<file path="config.mk">
export PLATFORM = sky130hd
export DESIGN_NAME = sensor_packet_framer_flat
export DESIGN_NICKNAME = d
export VERILOG_FILES = /design/src/rtl/sensor_packet_framer_if.sv /design/src/rtl/sensor_packet_framer.sv /design/src/flat_wrapper.sv
export SDC_FILE = /design/constraint.sdc
export NUM_CORES = 1
export LEC_CHECK = 0
export CAP_MARGIN = 5
export CORE_ASPECT_RATIO = 1.4
export CORE_MARGIN = 2
export CORE_UTILIZATION = 55
export DETAILED_ROUTE_END_ITERATION = 7
export PLACE_DENSITY_LB_ADDON = 0.12
export SYNTH_ARGS = -nofsm -noshare
export SYNTH_HDL_FRONTEND = slang
export SYNTH_SLANG_ARGS = --single-unit
</file>
<file path="constraint.sdc">
create_clock -name clk -period 5.97 [get_ports clk]
set_input_delay 1.194 -clock clk [delete_from_list [all_inputs] [get_ports clk]]
set_output_delay 1.194 -clock clk [all_outputs]
set_load 0.01 [all_outputs]
</file>
<file path="src/rtl/sensor_packet_framer_if.sv">
// sensor_packet_framer_if: sensor sample inputs, control inputs and the framed tx byte stream
interface sensor_packet_framer_if #(
    parameter int NUM_CH = 4,
    parameter int DATA_W = 16
);
    logic                     enable;
    logic [1:0]               power_mode;
    logic [NUM_CH-1:0]        ch_valid;
    logic [NUM_CH-1:0]        ch_urgent;
    logic [NUM_CH*DATA_W-1:0] ch_data;
    logic [NUM_CH-1:0]        ch_ready;
    logic                     ovr_clr;
    logic [NUM_CH-1:0]        overrun;
    logic [7:0]               tx_data;
    logic                     tx_valid;
    logic                     tx_ready;
    logic                     packet_sent;
    logic                     busy;
    modport slave (
        input  enable, power_mode, ch_valid, ch_urgent, ch_data, ovr_clr, tx_ready,
        output ch_ready, overrun, tx_data, tx_valid, packet_sent, busy
    );
    modport master (
        output enable, power_mode, ch_valid, ch_urgent, ch_data, ovr_clr, tx_ready,
        input  ch_ready, overrun, tx_data, tx_valid, packet_sent, busy
    );
endinterface

</file>
<file path="src/rtl/sensor_packet_framer.sv">
// sensor_packet_framer: buffers one sample per channel, picks urgent-first then round-robin, frames each grant as a checksummed byte packet
module sensor_packet_framer #(
    parameter int         NUM_CH    = 4,
    parameter int         DATA_W    = 16,
    parameter logic [7:0] SYNC_BYTE = 8'hA5,
    parameter int         LOW_GAP   = 256
) (
    input logic                   clk,
    input logic                   rst,
    sensor_packet_framer_if.slave bus
);
    localparam int NB  = DATA_W / 8;
    localparam int LEN = 4 + NB;
    localparam int GW  = (LOW_GAP > 1) ? $clog2(LOW_GAP) : 1;

    typedef enum logic [1:0] {IDLE, SEND, GAP} state_t;

    state_t                        st_q, st_d;
    logic [NUM_CH-1:0]             full_q, full_d, urg_q, urg_d, ovr_q, ovr_d;
    logic [NUM_CH-1:0][DATA_W-1:0] data_q, data_d;
    logic [3:0]                    idx_q, idx_d;
    logic [7:0]                    seq_q, seq_d;
    logic [2:0]                    rr_q, rr_d, pch_q, pch_d;
    logic                          purg_q, purg_d;
    logic [DATA_W-1:0]             pdat_q, pdat_d;
    logic [GW-1:0]                 gcnt_q, gcnt_d;

    logic [NUM_CH-1:0] cap, elig, gmask;
    logic [7:0]        elig8, urg8;
    logic [2:0]        gnt, j;
    logic [DATA_W-1:0] psel;
    logic              grant, accept, last;
    logic [7:0]        hdr, csum, pay, cur;

    assign bus.ch_ready    = rst ? '0 : ({NUM_CH{bus.enable}} & ~full_q);
    assign bus.overrun     = ovr_q;
    assign bus.tx_valid    = st_q == SEND;
    assign bus.tx_data     = bus.tx_valid ? cur : 8'h00;
    assign bus.packet_sent = accept && last;
    assign bus.busy        = st_q != IDLE;
    assign cap    = bus.ch_valid & bus.ch_ready;
    assign accept = bus.tx_valid && bus.tx_ready;
    assign last   = idx_q == 4'(LEN - 1);
    assign grant  = st_q == IDLE && bus.enable && |elig;

    // Arbiter: lowest-index urgent buffer wins, otherwise round-robin starting at rr_q; sleep hides non-urgent buffers
    always_comb begin
        elig  = full_q & (bus.power_mode[1] ? urg_q : {NUM_CH{1'b1}});
        elig8 = 8'(elig);
        urg8  = 8'(urg_q);
        gnt   = '0;
        j     = '0;
        psel  = '0;
        for (int k = NUM_CH - 1; k >= 0; k--) begin
            j = 3'((int'(rr_q) + k) % NUM_CH);
            if (elig8[j]) gnt = j;
        end
        for (int k = NUM_CH - 1; k >= 0; k--) begin
            if (elig8[k] && urg8[k]) gnt = 3'(k);
        end
        for (int i = 0; i < NUM_CH; i++) begin
            if (gnt == 3'(i)) psel = data_q[i];
        end
        gmask = NUM_CH'(8'd1 << gnt);
    end

    // Current packet byte from the snapshot; checksum folds header, seq and payload
    always_comb begin
        hdr  = {purg_q, 4'b0000, pch_q};
        csum = hdr ^ seq_q;
        pay  = 8'h00;
        for (int b = 0; b < NB; b++) begin
            csum = csum ^ pdat_q[DATA_W-8-8*b +: 8];
            if (idx_q == 4'(3 + b)) pay = pdat_q[DATA_W-8-8*b +: 8];
        end
        cur = (idx_q == 4'd0) ? SYNC_BYTE :
              (idx_q == 4'd1) ? hdr :
              (idx_q == 4'd2) ? seq_q :
              last            ? csum : pay;
    end

    // Next state: channel buffers, overrun flags and the IDLE/SEND/GAP packet engine
    always_comb begin
        st_d   = st_q;
        idx_d  = idx_q;
        seq_d  = seq_q;
        rr_d   = rr_q;
        pch_d  = pch_q;
        purg_d = purg_q;
        pdat_d = pdat_q;
        gcnt_d = gcnt_q;
        data_d = data_q;
        urg_d  = urg_q;
        ovr_d  = (bus.ovr_clr ? '0 : ovr_q) | (bus.ch_valid & full_q);
        full_d = (full_q & ~(grant ? gmask : '0)) | cap;
        for (int i = 0; i < NUM_CH; i++) begin
            if (cap[i]) begin
                data_d[i] = bus.ch_data[i*DATA_W +: DATA_W];
                urg_d[i]  = bus.ch_urgent[i];
            end
        end
        case (st_q)
            IDLE: begin
                if (grant) begin
                    st_d   = SEND;
                    idx_d  = '0;
                    pch_d  = gnt;
                    purg_d = urg8[gnt];
                    pdat_d = psel;
                end
            end
            SEND: begin
                if (accept) begin
                    idx_d = last ? 4'd0 : idx_q + 4'd1;
                    if (last) begin
                        seq_d  = seq_q + 8'd1;
                        rr_d   = (pch_q == 3'(NUM_CH - 1)) ? 3'd0 : pch_q + 3'd1;
                        gcnt_d = '0;
                        st_d   = (bus.power_mode == 2'b01) ? GAP : IDLE;
                    end
                end
            end
            GAP: begin
                gcnt_d = gcnt_q + GW'(1);
                if (gcnt_q == GW'(LOW_GAP - 1)) st_d = IDLE;
            end
            default: st_d = IDLE;
        endcase
    end

    // State registers, cleared asynchronously
    always_ff @(posedge clk or posedge rst) begin
        if (rst) begin
            st_q   <= IDLE;
            full_q <= '0;
            urg_q  <= '0;
            ovr_q  <= '0;
            data_q <= '0;
            idx_q  <= '0;
            seq_q  <= '0;
            rr_q   <= '0;
            pch_q  <= '0;
            purg_q <= 1'b0;
            pdat_q <= '0;
            gcnt_q <= '0;
        end else begin
            st_q   <= st_d;
            full_q <= full_d;
            urg_q  <= urg_d;
            ovr_q  <= ovr_d;
            data_q <= data_d;
            idx_q  <= idx_d;
            seq_q  <= seq_d;
            rr_q   <= rr_d;
            pch_q  <= pch_d;
            purg_q <= purg_d;
            pdat_q <= pdat_d;
            gcnt_q <= gcnt_d;
        end
    end
endmodule

</file>
<file path="src/flat_wrapper.sv">
// flat-port wrapper written by rule: the top's interface ports become plain ports
module sensor_packet_framer_flat 
#(
    parameter int         NUM_CH    = 4,
    parameter int         DATA_W    = 16,
    parameter logic [7:0] SYNC_BYTE = 8'hA5,
    parameter int         LOW_GAP   = 256
)
  (clk, rst, bus_enable, bus_power_mode, bus_ch_valid, bus_ch_urgent, bus_ch_data, bus_ovr_clr, bus_tx_ready, bus_ch_ready, bus_overrun, bus_tx_data, bus_tx_valid, bus_packet_sent, bus_busy);
  sensor_packet_framer_if #(.NUM_CH(NUM_CH), .DATA_W(DATA_W)) bus_i ();
  input logic clk;
  input logic rst;
  input wire logic [$bits(bus_i.enable)-1:0] bus_enable;
  input wire logic [$bits(bus_i.power_mode)-1:0] bus_power_mode;
  input wire logic [$bits(bus_i.ch_valid)-1:0] bus_ch_valid;
  input wire logic [$bits(bus_i.ch_urgent)-1:0] bus_ch_urgent;
  input wire logic [$bits(bus_i.ch_data)-1:0] bus_ch_data;
  input wire logic [$bits(bus_i.ovr_clr)-1:0] bus_ovr_clr;
  input wire logic [$bits(bus_i.tx_ready)-1:0] bus_tx_ready;
  output wire logic [$bits(bus_i.ch_ready)-1:0] bus_ch_ready;
  output wire logic [$bits(bus_i.overrun)-1:0] bus_overrun;
  output wire logic [$bits(bus_i.tx_data)-1:0] bus_tx_data;
  output wire logic [$bits(bus_i.tx_valid)-1:0] bus_tx_valid;
  output wire logic [$bits(bus_i.packet_sent)-1:0] bus_packet_sent;
  output wire logic [$bits(bus_i.busy)-1:0] bus_busy;
  assign bus_i.enable = bus_enable;
  assign bus_i.power_mode = bus_power_mode;
  assign bus_i.ch_valid = bus_ch_valid;
  assign bus_i.ch_urgent = bus_ch_urgent;
  assign bus_i.ch_data = bus_ch_data;
  assign bus_i.ovr_clr = bus_ovr_clr;
  assign bus_i.tx_ready = bus_tx_ready;
  assign bus_ch_ready = bus_i.ch_ready;
  assign bus_overrun = bus_i.overrun;
  assign bus_tx_data = bus_i.tx_data;
  assign bus_tx_valid = bus_i.tx_valid;
  assign bus_packet_sent = bus_i.packet_sent;
  assign bus_busy = bus_i.busy;
  sensor_packet_framer #(.NUM_CH(NUM_CH), .DATA_W(DATA_W), .SYNC_BYTE(SYNC_BYTE), .LOW_GAP(LOW_GAP)) u_core (.clk(clk), .rst(rst), .bus(bus_i));
endmodule
</file>
==> results.sh <==
export IMPL_die_area_um2=12800
export IMPL_dr_pass1_iters=5
export IMPL_cts_buffers=17
export IMPL_synth_edf_count=0
export IMPL_core_um2=11700
export IMPL_drtAntennaViolNets=0
export IMPL_cts_root_buf="clkbuf_16"
export IMPL_cp_max_fo=15
export IMPL_insertion_delay_ns=0.42
export IMPL_synth_compound_area_share_pct=26.8
export IMPL_syn_area_per_cell_um2=10.2
export IMPL_ctsHoldBuffers=0
export IMPL_synth_top_family_by_area="compound AO/OA/AOI/OAI gates"
export IMPL_dp_hpwl_mm=12.0
export IMPL_synth_area_leaders="dfrtp_1 46%, mux2_2 6.0%, nand2_1 4.9%"
export IMPL_synth_top_area_share_pct=45.6
export IMPL_syn_to_final_growth_pct=24.1
export IMPL_dr_total_vias=5360
export IMPL_grt_max_degree=83
export IMPL_dp_slack_ns=1.78
export IMPL_yosysMostFrequentCell="dfrtp_1"
export IMPL_synthSimpleGateAreaFrac_pct=11.1
export IMPL_maxSlewHeadroom_pct=20.2
export IMPL_postPlaceCellArea_um2=7490
export IMPL_clockBufferDepth=2
export IMPL_cts_htree_levels=4
export IMPL_syn_area_um2=6530
export IMPL_cts_sinks=119
export IMPL_grt_pass1_vias=5316
export IMPL_total_power_mw=5.06
export IMPL_crit_type="reg -> out"
export IMPL_finalHoldViolations=0
export IMPL_rsz0062_at_grt="false"
export IMPL_end_kind="output pin"
export IMPL_holdCritStartpoint="u_core.seq_q[7]"
export IMPL_worst_pin_slew_ns=1.19
export IMPL_synth_area_mux_share_pct=6.04
export IMPL_post_route_period_util_pct=69.6
export IMPL_yosys_warnings=0
export IMPL_antenna_found_initial=0
export IMPL_synth_fa_ha_area_share_pct=0.575
export IMPL_post_route_min_period_ns=4.16
export IMPL_io_pins=98
export IMPL_cap_viol_max_count=0
export IMPL_start_kind="flop"
export IMPL_die_h_um=133
export IMPL_r2r_end="u_core.pdat_q[15]"
export IMPL_yosysUniqueCellTypes=58
export IMPL_tns_ns=0
export IMPL_synthCells=639
export IMPL_detail_route_wl_per_cell_um=19.5
export IMPL_drcViolationCount=0
export IMPL_overflow=0
export IMPL_hold_end="u_core.seq_q[7]"
export IMPL_path_clk_slew_ns=0.05
export IMPL_grt_pass1_wl_mm=27.8
export IMPL_synth_nets=721
export IMPL_setup_violations=0
export IMPL_r2r_slack_ns=3.43
export IMPL_yosys_area_top_type="dfrtp_1"
export IMPL_ys_seq_area_share_pct=45.6
export IMPL_place_congestion=0.930
export IMPL_synth_flop_cell="dfrtp_1"
export IMPL_stdcell_area_um2=8100
export IMPL_reg2reg_depth=7
export IMPL_cts_resized=0
export IMPL_cts_tree="done"
export IMPL_min_path_type="reg -> reg"
export IMPL_nNetsFinal=797
export IMPL_die_x_um=96.1
export IMPL_holdPathStages=1
export IMPL_p_leak_nw=3.23
export IMPL_grt_usage_pct=28.8
export IMPL_finalClockSkew_ns=0.00728
export IMPL_synth_xor_area_share_pct=3.49
export IMPL_async_flop_share_pct=100
export IMPL_outcome="finished clean"
export IMPL_rows=47
export IMPL_routed_wl_mm=17.0
export IMPL_max_freq_mhz=241
export IMPL_num_fill_cells=905
export IMPL_crit_arrival_ns=2.96
export IMPL_cts_setup_buffers=0
export IMPL_peakVddDrop_mv=0.409
export IMPL_p_per_area_nw_per_um2=625
export IMPL_vias_per_cell=6.13
export IMPL_first_iter_violations=365
export IMPL_reg2reg_from="u_core.urg_q[2]"
export IMPL_drv_slew=0
export IMPL_crit_required_ns=4.78
export IMPL_start_util_pct=55.8
export IMPL_antennaDiodeCount=0
export IMPL_drive_gt1_share_pct=17.2
export IMPL_ys_ff_latch=119
export IMPL_setup_slack_ns=1.81
export IMPL_synthTopCellsByCount="119 x dfrtp_1, 85 x nand2_1, 58 x o21ai_0"
export IMPL_port_buffers=97
==> cells by family after synthesis <==
| logic type | after synthesis |
|---|---|
| buf+inv | 93 |
| fa+ha+maj | 3 |
| simple gates | 155 |
| xor+xnor | 26 |
| flops | 119 |
| mux | 35 |
| compound gates | 208 |
==> state kept, by name, summed over array words and instances (netlist names) <==
| name | cells |
|---|---|
| u_core.gcnt_q | 8 |
| u_core.pch_q | 2 |
| u_core.full_q | 4 |
| u_core.pdat_q | 16 |
| u_core.idx_q | 4 |
| u_core.data_q | 64 |
| u_core.bus.overrun | 4 |
| u_core.purg_q | 1 |
| u_core.rr_q | 2 |
| u_core.st_q | 2 |
| u_core.urg_q | 4 |
| u_core.seq_q | 8 |
==> through the flow <==
step | util, % | hold WS (ns) | std cells
after floorplan | - | 0.456 | 639
after CTS | 69.2 | 0.511 | 875
after global routing | 69.2 | 0.527 | 875
after global placement | 64.0 | 0.493 | 843
after detailed placement | 64.0 | 0.502 | 843
final | 69.2 | 0.514 | 875
==> placed cells by master (no fill, tap or decap), types with 3 or more instances in the layout <==
cell,instances
a2111oi_2,16
a31oi_1,6
o31ai_2,9
buf_4,6
a21oi_1,15
a22oi_1,6
nand3_1,10
mux2_2,35
a21o_1,3
clkinvlp_4,3
a221oi_1,11
nor2_1,14
bufinv_16,3
a2111oi_4,3
a211oi_1,35
dfrtp_1,119
or2_2,3
inv_1,44
xnor2_1,24
o31ai_1,12
clkdlybuf4s50_1,97
clkinv_4,3
o21ai_0,58
and2_1,4
o211ai_1,4
nand2_1,85
o22ai_1,3
clkbuf_16,17
nand2b_1,12
nor2b_1,3
a221oi_2,9
nor3_1,5
nand4_1,6
ha_1,3
or3_1,3
==> worst max-delay path by stage <==
stage                          from           endpoint  slack, ns  depth (start not counted)
finish              u_core.idx_q[1]     bus_tx_data[1]       1.81                          7
global route        u_core.idx_q[1]     bus_tx_data[1]       1.59                          7
CTS                             rst    bus_ch_ready[0]       1.77                          5
detailed placement              rst    bus_ch_ready[0]       1.78                          5
global placement                rst    bus_ch_ready[1]       1.82                          5
floorplan                       rst  u_core.data_q[32]       0.39                          7
==> worst max-delay path, cell delays in order (launching register included) <==
cell             delay, ns
dfrtp_1               0.52
nand2b_1              0.25
nor3_1                0.54
a221oi_1              0.20
a21oi_1               0.18
nor2_1                0.07
nor3_1                0.22
clkdlybuf4s50_1       0.58
==> per-layer routing <==
| layer | GRT usage [%] | share of wire [%] |
|---|---|---|
| met1 | 35.1 | 38 |
| met2 | 47.4 | 52 |
| met3 | 5.64 | 5.2 |
| met4 | 14.8 | 4.6 |
| met5 | 0 | 0 |
==> area by class of cell <==
| class | instances | area [um^2] | area share (%) |
|---|---|---|---|
| Multi-Input combinational cell | 427 | 3130 | 38.7 |
| Sequential cell | 119 | 2980 | 36.8 |
| Timing Repair Buffer | 103 | 1020 | 12.5 |
| Inverter | 47 | 179 | 2.21 |
| Tap cell | 147 | 184 | 2.27 |
| Clock buffer | 21 | 460 | 5.68 |
| Clock inverter | 11 | 149 | 1.84 |
==> where the power goes <==
group | switching (mW) | total (mW) | internal, mW
logic | 1.42 | 2.46 | 1.03
registers | 0.381 | 1.56 | 1.17
clock network | 0.369 | 1.05 | 0.678
total | 2.17 | 5.06 | 2.89
No activity file was read; power rests on OpenSTA's default activity.
